**config.mk**
```make
export PLATFORM = sky130hd
export DESIGN_NAME = ltssm_poll_ctrl
export DESIGN_NICKNAME = d
export VERILOG_FILES = /design/src/rtl/ltssm_poll_ctrl_pkg.sv /design/src/rtl/ltssm_poll_ctrl_upd_pulser.sv /design/src/rtl/ltssm_poll_ctrl.sv
export SDC_FILE = /design/constraint.sdc
export NUM_CORES = 1
export LEC_CHECK = 0
export BUFFER_PORTS_ARGS = -buffer_cell sky130_fd_sc_hd__buf_2
export CAP_MARGIN = 20
export CORE_MARGIN = 2
export CORE_UTILIZATION = 40
export DETAILED_ROUTE_END_ITERATION = 10
export PLACE_DENSITY = 0.56
export SLEW_MARGIN = 20
export SYNTH_ARGS = -nofsm -noshare
export SYNTH_HDL_FRONTEND = slang
export SYNTH_SLANG_ARGS = --single-unit
```
**constraint.sdc**
```tcl
create_clock -name clk -period 2.9 [get_ports clk]
set_input_delay 0.29 -clock clk [delete_from_list [all_inputs] [get_ports clk]]
set_output_delay 0.29 -clock clk [all_outputs]
set_load 0.005 [all_outputs]
```
**src/rtl/ltssm_poll_ctrl_pkg.sv**
```systemverilog
// ltssm_poll_ctrl_pkg: shared LTSSM state/sub-state codes and poll FSM encodings
package ltssm_poll_ctrl_pkg;
  localparam logic [3:0] POLL        = 4'h2;
  localparam logic [3:0] CFG         = 4'h3;
  localparam logic [3:0] POLL_ACTIVE = 4'h1;
  localparam logic [3:0] POLL_CFG    = 4'h3;
  localparam logic [2:0] ST_IDLE     = 3'd0;
  localparam logic [2:0] ST_ACT_LOAD = 3'd1;
  localparam logic [2:0] ST_ACTIVE   = 3'd2;
  localparam logic [2:0] ST_CFG_STOP = 3'd3;
  localparam logic [2:0] ST_CFG_GAP  = 3'd4;
  localparam logic [2:0] ST_CFG_LOAD = 3'd5;
  localparam logic [2:0] ST_CONFIG   = 3'd6;
  localparam logic [2:0] ST_DONE     = 3'd7;
  function automatic logic [7:0] ts_code(input logic [3:0] st, input logic [3:0] sub);
    return {st, sub};
  endfunction
endpackage

```
**src/rtl/ltssm_poll_ctrl_upd_pulser.sv**
```systemverilog
// ltssm_poll_ctrl_upd_pulser: LEN-cycle registered pulse per trigger, done strobe on its last cycle
// Ports: clk, rst (sync, active-high), trig_i (ignored while busy), pulse_o (registered), done_o
module ltssm_poll_ctrl_upd_pulser #(
  parameter int LEN = 2
) (
  input  logic clk,
  input  logic rst,
  input  logic trig_i,
  output logic pulse_o,
  output logic done_o
);
  localparam int CW = (LEN > 1) ? $clog2(LEN) : 1;
  logic busy_q;
  logic [CW-1:0] cnt_q;
  assign pulse_o = busy_q;
  assign done_o = busy_q && cnt_q == CW'(LEN - 1);
  always_ff @(posedge clk) begin
    if (rst) begin
      busy_q <= 1'b0;
      cnt_q  <= '0;
    end else if (!busy_q) begin
      busy_q <= trig_i;
      cnt_q  <= '0;
    end else begin
      busy_q <= !done_o;
      cnt_q  <= cnt_q + 1'b1;
    end
  end
endmodule

```
**src/rtl/ltssm_poll_ctrl.sv**
```systemverilog
// ltssm_poll_ctrl: Polling sequencer driving the TS generator from Detect exit to Configuration
// Ports: start (Detect done pulse), ts_info/ts_update/ts_stop (to generator), ts_sent_enough,
//        rx_ts_valid/rx_ts_is_ts2/rx_ts_ok (from analyzer), to_config (sticky), to_detect (pulse),
//        poll_state (debug). All outputs registered.
module ltssm_poll_ctrl
  import ltssm_poll_ctrl_pkg::*;
#(
  parameter int TIMEOUT_CYC = 24000,
  parameter int RX_NEED     = 8,
  parameter int UPD_LEN     = 2,
  parameter int GAP_LEN     = 1
) (
  input  logic       clk,
  input  logic       rst,
  input  logic       start,
  output logic [7:0] ts_info,
  output logic       ts_update,
  output logic       ts_stop,
  input  logic       ts_sent_enough,
  input  logic       rx_ts_valid,
  input  logic       rx_ts_is_ts2,
  input  logic       rx_ts_ok,
  output logic       to_config,
  output logic       to_detect,
  output logic [2:0] poll_state
);
  localparam int RW = $clog2(RX_NEED + 1);
  localparam int GW = (GAP_LEN > 1) ? $clog2(GAP_LEN) : 1;
  logic [2:0] state_q, state_d;
  logic [7:0] ts_info_q, ts_info_d;
  logic ts_stop_q, ts_stop_d, to_config_q, to_config_d, to_detect_q, to_detect_d;
  logic abort_q, abort_d;
  logic [RW-1:0] rx_q, rx_d;
  logic [15:0] tmo_q, tmo_d;
  logic [GW-1:0] gap_q, gap_d;
  logic trig, done, counting, rx_good, success, timeout;
  ltssm_poll_ctrl_upd_pulser #(.LEN(UPD_LEN)) u_pulser (
    .clk    (clk),
    .rst    (rst),
    .trig_i (trig),
    .pulse_o(ts_update),
    .done_o (done)
  );
  // abort_q marks a timeout stop pulse in flight; the state is held until it completes
  always_comb begin
    counting = (state_q == ST_ACTIVE || state_q == ST_CONFIG) && !abort_q;
    rx_good = rx_ts_ok && (state_q != ST_CONFIG || rx_ts_is_ts2);
    success = counting && rx_q == RW'(RX_NEED) && ts_sent_enough;
    timeout = counting && tmo_q == 16'(TIMEOUT_CYC - 1);
    rx_d = !counting ? '0 : !rx_ts_valid ? rx_q : !rx_good ? '0 :
           rx_q == RW'(RX_NEED) ? rx_q : rx_q + 1'b1;
    tmo_d = counting ? tmo_q + 16'd1 : '0;
    gap_d = state_q == ST_CFG_GAP ? gap_q + 1'b1 : '0;
    state_d = state_q;
    ts_info_d = ts_info_q;
    ts_stop_d = ts_stop_q;
    to_config_d = to_config_q;
    to_detect_d = 1'b0;
    abort_d = abort_q;
    trig = 1'b0;
    case (state_q)
      ST_IDLE: if (start) begin
        state_d = ST_ACT_LOAD;
        ts_info_d = ts_code(POLL, POLL_ACTIVE);
        ts_stop_d = 1'b0;
        trig = 1'b1;
      end
      ST_ACT_LOAD: state_d = done ? ST_ACTIVE : state_q;
      ST_ACTIVE, ST_CONFIG: if (success) begin
        state_d = state_q == ST_ACTIVE ? ST_CFG_STOP : ST_DONE;
        trig = 1'b1;
        if (state_q == ST_CONFIG) begin
          to_config_d = 1'b1;
          ts_stop_d = 1'b1;
          ts_info_d = ts_code(CFG, 4'h0);
        end
      end else if (timeout) begin
        to_detect_d = 1'b1;
        trig = 1'b1;
        ts_stop_d = 1'b1;
        ts_info_d = 8'h00;
        abort_d = 1'b1;
      end else if (abort_q && done) begin
        state_d = ST_IDLE;
        abort_d = 1'b0;
      end
      ST_CFG_STOP: if (done) begin
        state_d = ST_CFG_GAP;
        ts_info_d = ts_code(POLL, POLL_CFG);
      end
      ST_CFG_GAP: if (gap_q == GW'(GAP_LEN - 1)) begin
        state_d = ST_CFG_LOAD;
        trig = 1'b1;
      end
      ST_CFG_LOAD: state_d = done ? ST_CONFIG : state_q;
      default: ;
    endcase
  end
  always_ff @(posedge clk) begin
    if (rst) begin
      state_q     <= ST_IDLE;
      ts_info_q   <= 8'h00;
      ts_stop_q   <= 1'b1;
      to_config_q <= 1'b0;
      to_detect_q <= 1'b0;
      abort_q     <= 1'b0;
      rx_q        <= '0;
      tmo_q       <= '0;
      gap_q       <= '0;
    end else begin
      state_q     <= state_d;
      ts_info_q   <= ts_info_d;
      ts_stop_q   <= ts_stop_d;
      to_config_q <= to_config_d;
      to_detect_q <= to_detect_d;
      abort_q     <= abort_d;
      rx_q        <= rx_d;
      tmo_q       <= tmo_d;
      gap_q       <= gap_d;
    end
  end
  assign ts_info = ts_info_q;
  assign ts_stop = ts_stop_q;
  assign to_config = to_config_q;
  assign to_detect = to_detect_q;
  assign poll_state = state_q;
endmodule

```
==> results of run 1 <==
-- layout by cell type, fill, tap and decap left out, types with 2 or more instances in the layout --
master,count
buf_2,17
xor2_1,10
o21bai_1,2
xnor2_1,3
conb_1,4
o21ai_0,5
and3_1,2
nand4_1,9
and2_1,3
a21oi_1,10
nand2_1,9
nor2_1,19
a211oi_1,3
nand4bb_1,2
nand3b_1,3
clkbuf_8,6
nor3_1,3
dfxtp_1,34
inv_1,8
nand3_1,7
or3_1,4
o21a_1,2
nand2b_1,5
ha_1,3
nor4_1,4
-- kinds of logic (layout without fill, tap and decap cells) --
family,after synthesis,count (layout)
compound gates,37,37
xor+xnor,13,13
fa+ha+maj,3,3
buf+inv,23,33
flops,34,34
mux,1,1
other cells,1,4
simple gates,82,82
-- sequential cells by signal, indices dropped and copies added, names as in the netlist --
name,flops
abort_q,1
gap_q,1
poll_state,3
rx_q,4
tmo_q,16
to_config,1
to_detect,1
ts_info,4
ts_stop,1
u_pulser.cnt_q,1
u_pulser.pulse_o,1
-- stage by stage --
stage	hold WS [ns]	instance area, sq um	cells	utilization (%)	setup WS [ns]
6_report	0.310	1910	259	44.1	0.981
5_1_grt	0.350	1910	259	44.1	0.889
4_1_cts	0.303	1910	259	44.1	0.997
3_5_place_dp	0.434	1810	251	41.9	1.01
3_3_place_gp	0.424	1810	251	41.9	0.954
2_1_floorplan	0.411	1790	197	-	1.27
-- area by class of cell --
cell class	instances	area (sq um)	area share, %
Inverter	8	30.0	1.57
Clock buffer	6	82.6	4.33
Sequential cell	34	681	35.7
Clock inverter	2	12.5	0.656
Timing Repair Buffer	17	85.1	4.46
Tap cell	52	65.1	3.41
Multi-Input combinational cell	140	951	49.9
-- critical path, stage by stage, from the launching register on --
cell	delay, ns
dfxtp_1	0.33
inv_1	0.11
ha_1	0.21
nand4b_1	0.25
a32o_1	0.32
a2111oi_0	0.48
a211oi_1	0.10
-- power groups by stage --
stage          sequential [mW]  clock, mW  combinational, mW
6_report                 0.502      0.366             0.0967
5_1_grt                  0.504      0.396              0.108
3_5_place_dp             0.512          0             0.0963
2_1_floorplan            0.502          0             0.0826
4_1_cts                  0.501      0.377             0.0971
3_3_place_gp             0.510          0             0.0950
-- layer usage --
metal	GRT usage (%)	vias up	part of all wire, %
li1	-	713	-
met1	21.0	655	48
met2	23.0	40	44
met3	3.42	8	5.3
met4	6.92	0	2.1
met5	0	-	0
-- path summary, 6_finish.rpt --
check	to	cells after the start	start	slack [ns]
worst max-delay path	poll_state[2]$_SDFFE_PP0P_	6	rx_q[0]$_SDFFE_PP0P_	0.98
worst max register to register	poll_state[2]$_SDFFE_PP0P_	6	rx_q[0]$_SDFFE_PP0P_	0.98
worst min-delay path	rx_q[1]$_SDFFE_PP0P_	3	rx_ts_valid	0.31
worst min register to register	tmo_q[0]$_SDFF_PP0_	1	tmo_q[0]$_SDFF_PP0_	0.45
==> results.toml, run 1 <==
[status]
status = "finished clean"

[timing]
grt_setup_unrepaired = "false"
slew_viol_final = 0
skew_ns = 0.00473
max_clock_freq_mhz = 521
worst_pin_slew_ns = 0.473
maxSlewHeadroom_pct = 67.6
setup_violations = 0
hold_viol = 0
min_period_over_period_pct = 66.2
fin_tns_setup_ns = 0
finalCriticalPeriod_ns = 1.92

[logic_synthesis]
yosys.area_share.adder_pct = 2.12
synth_seq_area_share_pct = 38.4
ys_types = 56
yosys.area.top_type = "dfxtp_1"
synth_area_per_cell_sq_um = 9.15
netlist_area_sq_um = 1770
synth_top_flop_cell = "dfxtp_1"
async_flop_share_pct = 0
netlist.area_leader.share_pct = 38.4
synth_top_family_by_area = "simple AND/OR/NAND/NOR gates"
synth-simple-area-share_pct = 28.6
synthCells = 194
synth_edf_count = 0
yosysMostFrequentCell = "dfxtp_1"
ys_top_cells_by_count = "dfxtp_1 (34), nor2_1 (19), a21oi_1 (10), xor2_1 (10)"
synthTopCellsByArea = "dfxtp_1 (38%), xor2_1 (4.9%), nor2_1 (4.0%)"
synth-seq-cells = 34
synth_compound_area_share_pct = 14.7
synthXorXnorAreaFrac_pct = 6.42
ys_warn_count = 0
yosys-mux-area-fraction_pct = 0.846

[clock_network]
cts_sinks = 34
cts_buffers = 5
clkLatencyLatePin_ns = 0.29
cts_root_buf = "clkbuf_8"
cts_resized = 0
clkSlewWorstSetupHoldPaths_ns = 0.07
cts_buffer_depth = 2
cts_tree = "built"
holdBufCountCts = 0
cts_setup_buffers = 0
htree_levels = 2

[setup_path]
cp.required_ns = 3.06
crit_arrival_ns = 2.08
end_kind = "flip-flop"
worstSetupStartpointType = "flip-flop"
crit_type = "reg2reg"
cp_max_fo = 5

[die]
io_pins = 22
die_h_um = 70.6
dieArea_sq_um = 4980
floorplan.initialDensity_pct = 41.0
die_w_um = 70.6
num_rows = 24
coreArea_sq_um = 4320

[placed_design]
portBuffers = 17
hpwlAfterDp_um = 2620
gp_congestion = 0.896

[pwr]
swShare_pct = 25.7
combPwrFrac_pct = 10.0
ir_drop_mv = 0.183
p_seq_share_pct = 52.0
power_density_nw_per_um2 = 506
p_total_uw = 964
p_int_uw = 717
p_sw_uw = 248
p_leak_nw = 0.701
clkPwrFrac_pct = 38.0

[global_route]
grt_usage_pct = 15.2
grt_first_pass_wirelength_um = 6040
grt_pass1_vias = 1273
grt_remaining_overflow = 0
antenna_found_initial = 0
grt_max_degree = 20

[drt]
vias = 1416
first_iter_violations = 87
ant_nets = 0
first_pass_iters = 4
vias_per_cell = 5.47
wire_per_inst_um = 14.0
remaining_drc_errors = 0
wirelength_um = 3630

[final_layout]
fin_nets = 216
drive_gt1_share_pct = 16.4
fillCellCount = 441
area_growth_pct = 7.48
num_antenna_cells = 0

[job]
cap_viol_max_count = 0

[hold_path]
hp-class = "in2reg"
No activity file was read; power rests on OpenSTA's default activity.
==> inputs of run 2 (changes only) <==
ABC_AREA = 1   (was not set)
clock period = 2 ns   (was 2.9 ns; I/O delays follow)
==> results.toml, run 2 <==
[logic_synthesis]
yosys.area.top_type = "dfxtp_1"
synth_top_flop_cell = "dfxtp_1"
ys_top_cells_by_count = "nand2_1 (38), inv_1 (35), dfxtp_1 (34)"
netlist_area_sq_um = 1740
yosysMostFrequentCell = "nand2_1"
ys_types = 33
netlist.area_leader.share_pct = 39.1
synth-seq-cells = 34
synth_seq_area_share_pct = 39.1
synthCells = 244
synth_area_per_cell_sq_um = 7.14
async_flop_share_pct = 0
ys_warn_count = 0
synth_edf_count = 0
synthTopCellsByArea = "dfxtp_1 (39%), nand2_1 (8.2%), inv_1 (7.5%)"

[placed_design]
dp_slack_ns = 0.349
gp_congestion = 0.885
portBuffers = 17
place_inst = 310
hpwlAfterDp_um = 2620

[final_layout]
fillCellCount = 422
area_growth_pct = 12.6
instances_no_fill = 318
final_common_cell = "nand2_1"
regArea_sq_um = 681
multi_input_area_sq_um = 892
drive_gt1_share_pct = 17.5
fin_nets = 277
num_antenna_cells = 0
regMostFlops = "tmo_q"
largest_reg_flops = 16
layout_common_cells = "nand2_1 (38), inv_1 (35), dfxtp_1 (34)"

[clock_network]
clkSlewWorstSetupHoldPaths_ns = 0.07
holdBufCountCts = 0
htree_levels = 2
cts_resized = 0
cts_setup_buffers = 0
cts_tree = "built"
cts_buffer_depth = 2
clkLatencyLatePin_ns = 0.28
cts_root_buf = "clkbuf_8"
cts_sinks = 34
cts_buffers = 5

[die]
die_h_um = 70.0
floorplan.initialDensity_pct = 42.6
num_rows = 23
die_w_um = 70.0
coreArea_sq_um = 4090
dieArea_sq_um = 4900
io_pins = 22

[setup_path]
slowest_delay_ns = 0.36
crit_arrival_ns = 1.86
cp.required_ns = 2.18
worstSetupStartpointType = "flip-flop"
cpMaxStageDelayCell = "dfxtp_1"
cp_max_fo = 4
end_kind = "flip-flop"
crit_type = "reg2reg"
rr_worst_depth = 8
cp_cell_sequence = "ha_1 -> nand3_1 -> nor2_1 -> nand2_1 -> nor3_2 -> nand3_1 -> nor3_1 -> nor2_1"

[timing]
skew_ns = 0.00437
grt_setup_unrepaired = "false"
finalCriticalPeriod_ns = 1.68
slew_viol_final = 0
fin_ws_ns = 0.316
hold_viol = 0
max_clock_freq_mhz = 594
min_period_over_period_pct = 84.2
fin_tns_setup_ns = 0
setup_violations = 0

[hold_path]
hold_depth = 2
hp-class = "in2reg"

[drt]
first_pass_iters = 4
first_iter_violations = 70
ant_nets = 0
remaining_drc_errors = 0
vias = 1536
vias_per_cell = 4.83
wirelength_um = 3460
wire_per_inst_um = 10.9

[global_route]
grt_max_degree = 11
grt_pass1_vias = 1475
grt_usage_pct = 15.6
grt_first_pass_wirelength_um = 6240
antenna_found_initial = 0
grt_remaining_overflow = 0

[pwr]
p_leak_nw = 0.857
power_density_nw_per_um2 = 1020
ir_drop_mv = 0.507

[job]
cap_viol_max_count = 0

[status]
status = "finished clean"
-- run 2: cell types whose count changed after synthesis, moves of 9 or more --
cell     delta
inv_1      +27
nand2_1    +29
nor2_1     +13
xor2_1      -9
nand3_1    +12
o21ai_0     +9
-- run 2: area by class of cell --
class                   instances  share of cell area [%]
repair buffers                 18                    4.72
flip-flops and latches         34                    34.7
well taps                      50                    3.19
clock buffers                   7                    4.40
clock inverters                 1                   0.255
multi-input cells             170                    45.5
inverters                      38                    7.27
-- run 2: logic make-up after synthesis --
logic type / Yosys count / synth area share, %
buf+inv: 43 / 10.3
compound gates: 37 / 11.5
fa+ha+maj: 3 / 2.16
flops: 34 / 39.1
simple gates: 124 / 35.7
xor+xnor: 2 / 1.01
other cells: 1 / 0.215
-- run 2: worst max-delay path: cells and delay by family, from the launching register on --
kind | cells | cell delay (ns)
fa+ha+maj | 1 | 0.19
simple gates | 7 | 1.01
flops | 1 | 0.36
-- run 2: path summary, 6_finish.rpt --
check,from,to,slack (ns)
worst max register to register,tmo_q[0]$_SDFF_PP0_,tmo_q[14]$_SDFF_PP0_,0.32
worst min register to register,to_config$_SDFFE_PP0P_,to_config$_SDFFE_PP0P_,0.45
worst min-delay path,rst,u_pulser.pulse_o$_SDFF_PP0_,0.17
worst max-delay path,tmo_q[0]$_SDFF_PP0_,tmo_q[14]$_SDFF_PP0_,0.32
-- run 2: where the power goes --
group	internal, mW	total, mW	switching [mW]	leakage, nW
clock network	0.278	0.524	0.246	0.0482
logic	0.245	0.639	0.394	0.533
registers	0.765	0.847	0.0816	0.276
total	1.29	2.01	0.722	0.857
-- run 2: metal layers --
metal  wire length [um]  global-route usage [%]  share of wire [%]
met2               1520                    25.2                 44
met4                 59                    5.13                1.7
met1               1750                    20.2                 51
met3                135                    4.33                3.9
met5                  0                       0                  0
-- run 2: metrics by stage --
| stage | total power [mW] | utilization [%] | area, sq um | hold WS, ns |
|---|---|---|---|---|
| floorplan | 1.34 | - | 1750 | 0.269 |
| detailed placement | 1.50 | 45.8 | 1870 | 0.442 |
| global route | 2.18 | 48.0 | 1960 | 0.172 |
| finish | 2.01 | 48.0 | 1960 | 0.171 |
| CTS | 2.04 | 48.0 | 1960 | 0.162 |
| global placement | 1.51 | 45.8 | 1870 | 0.439 |
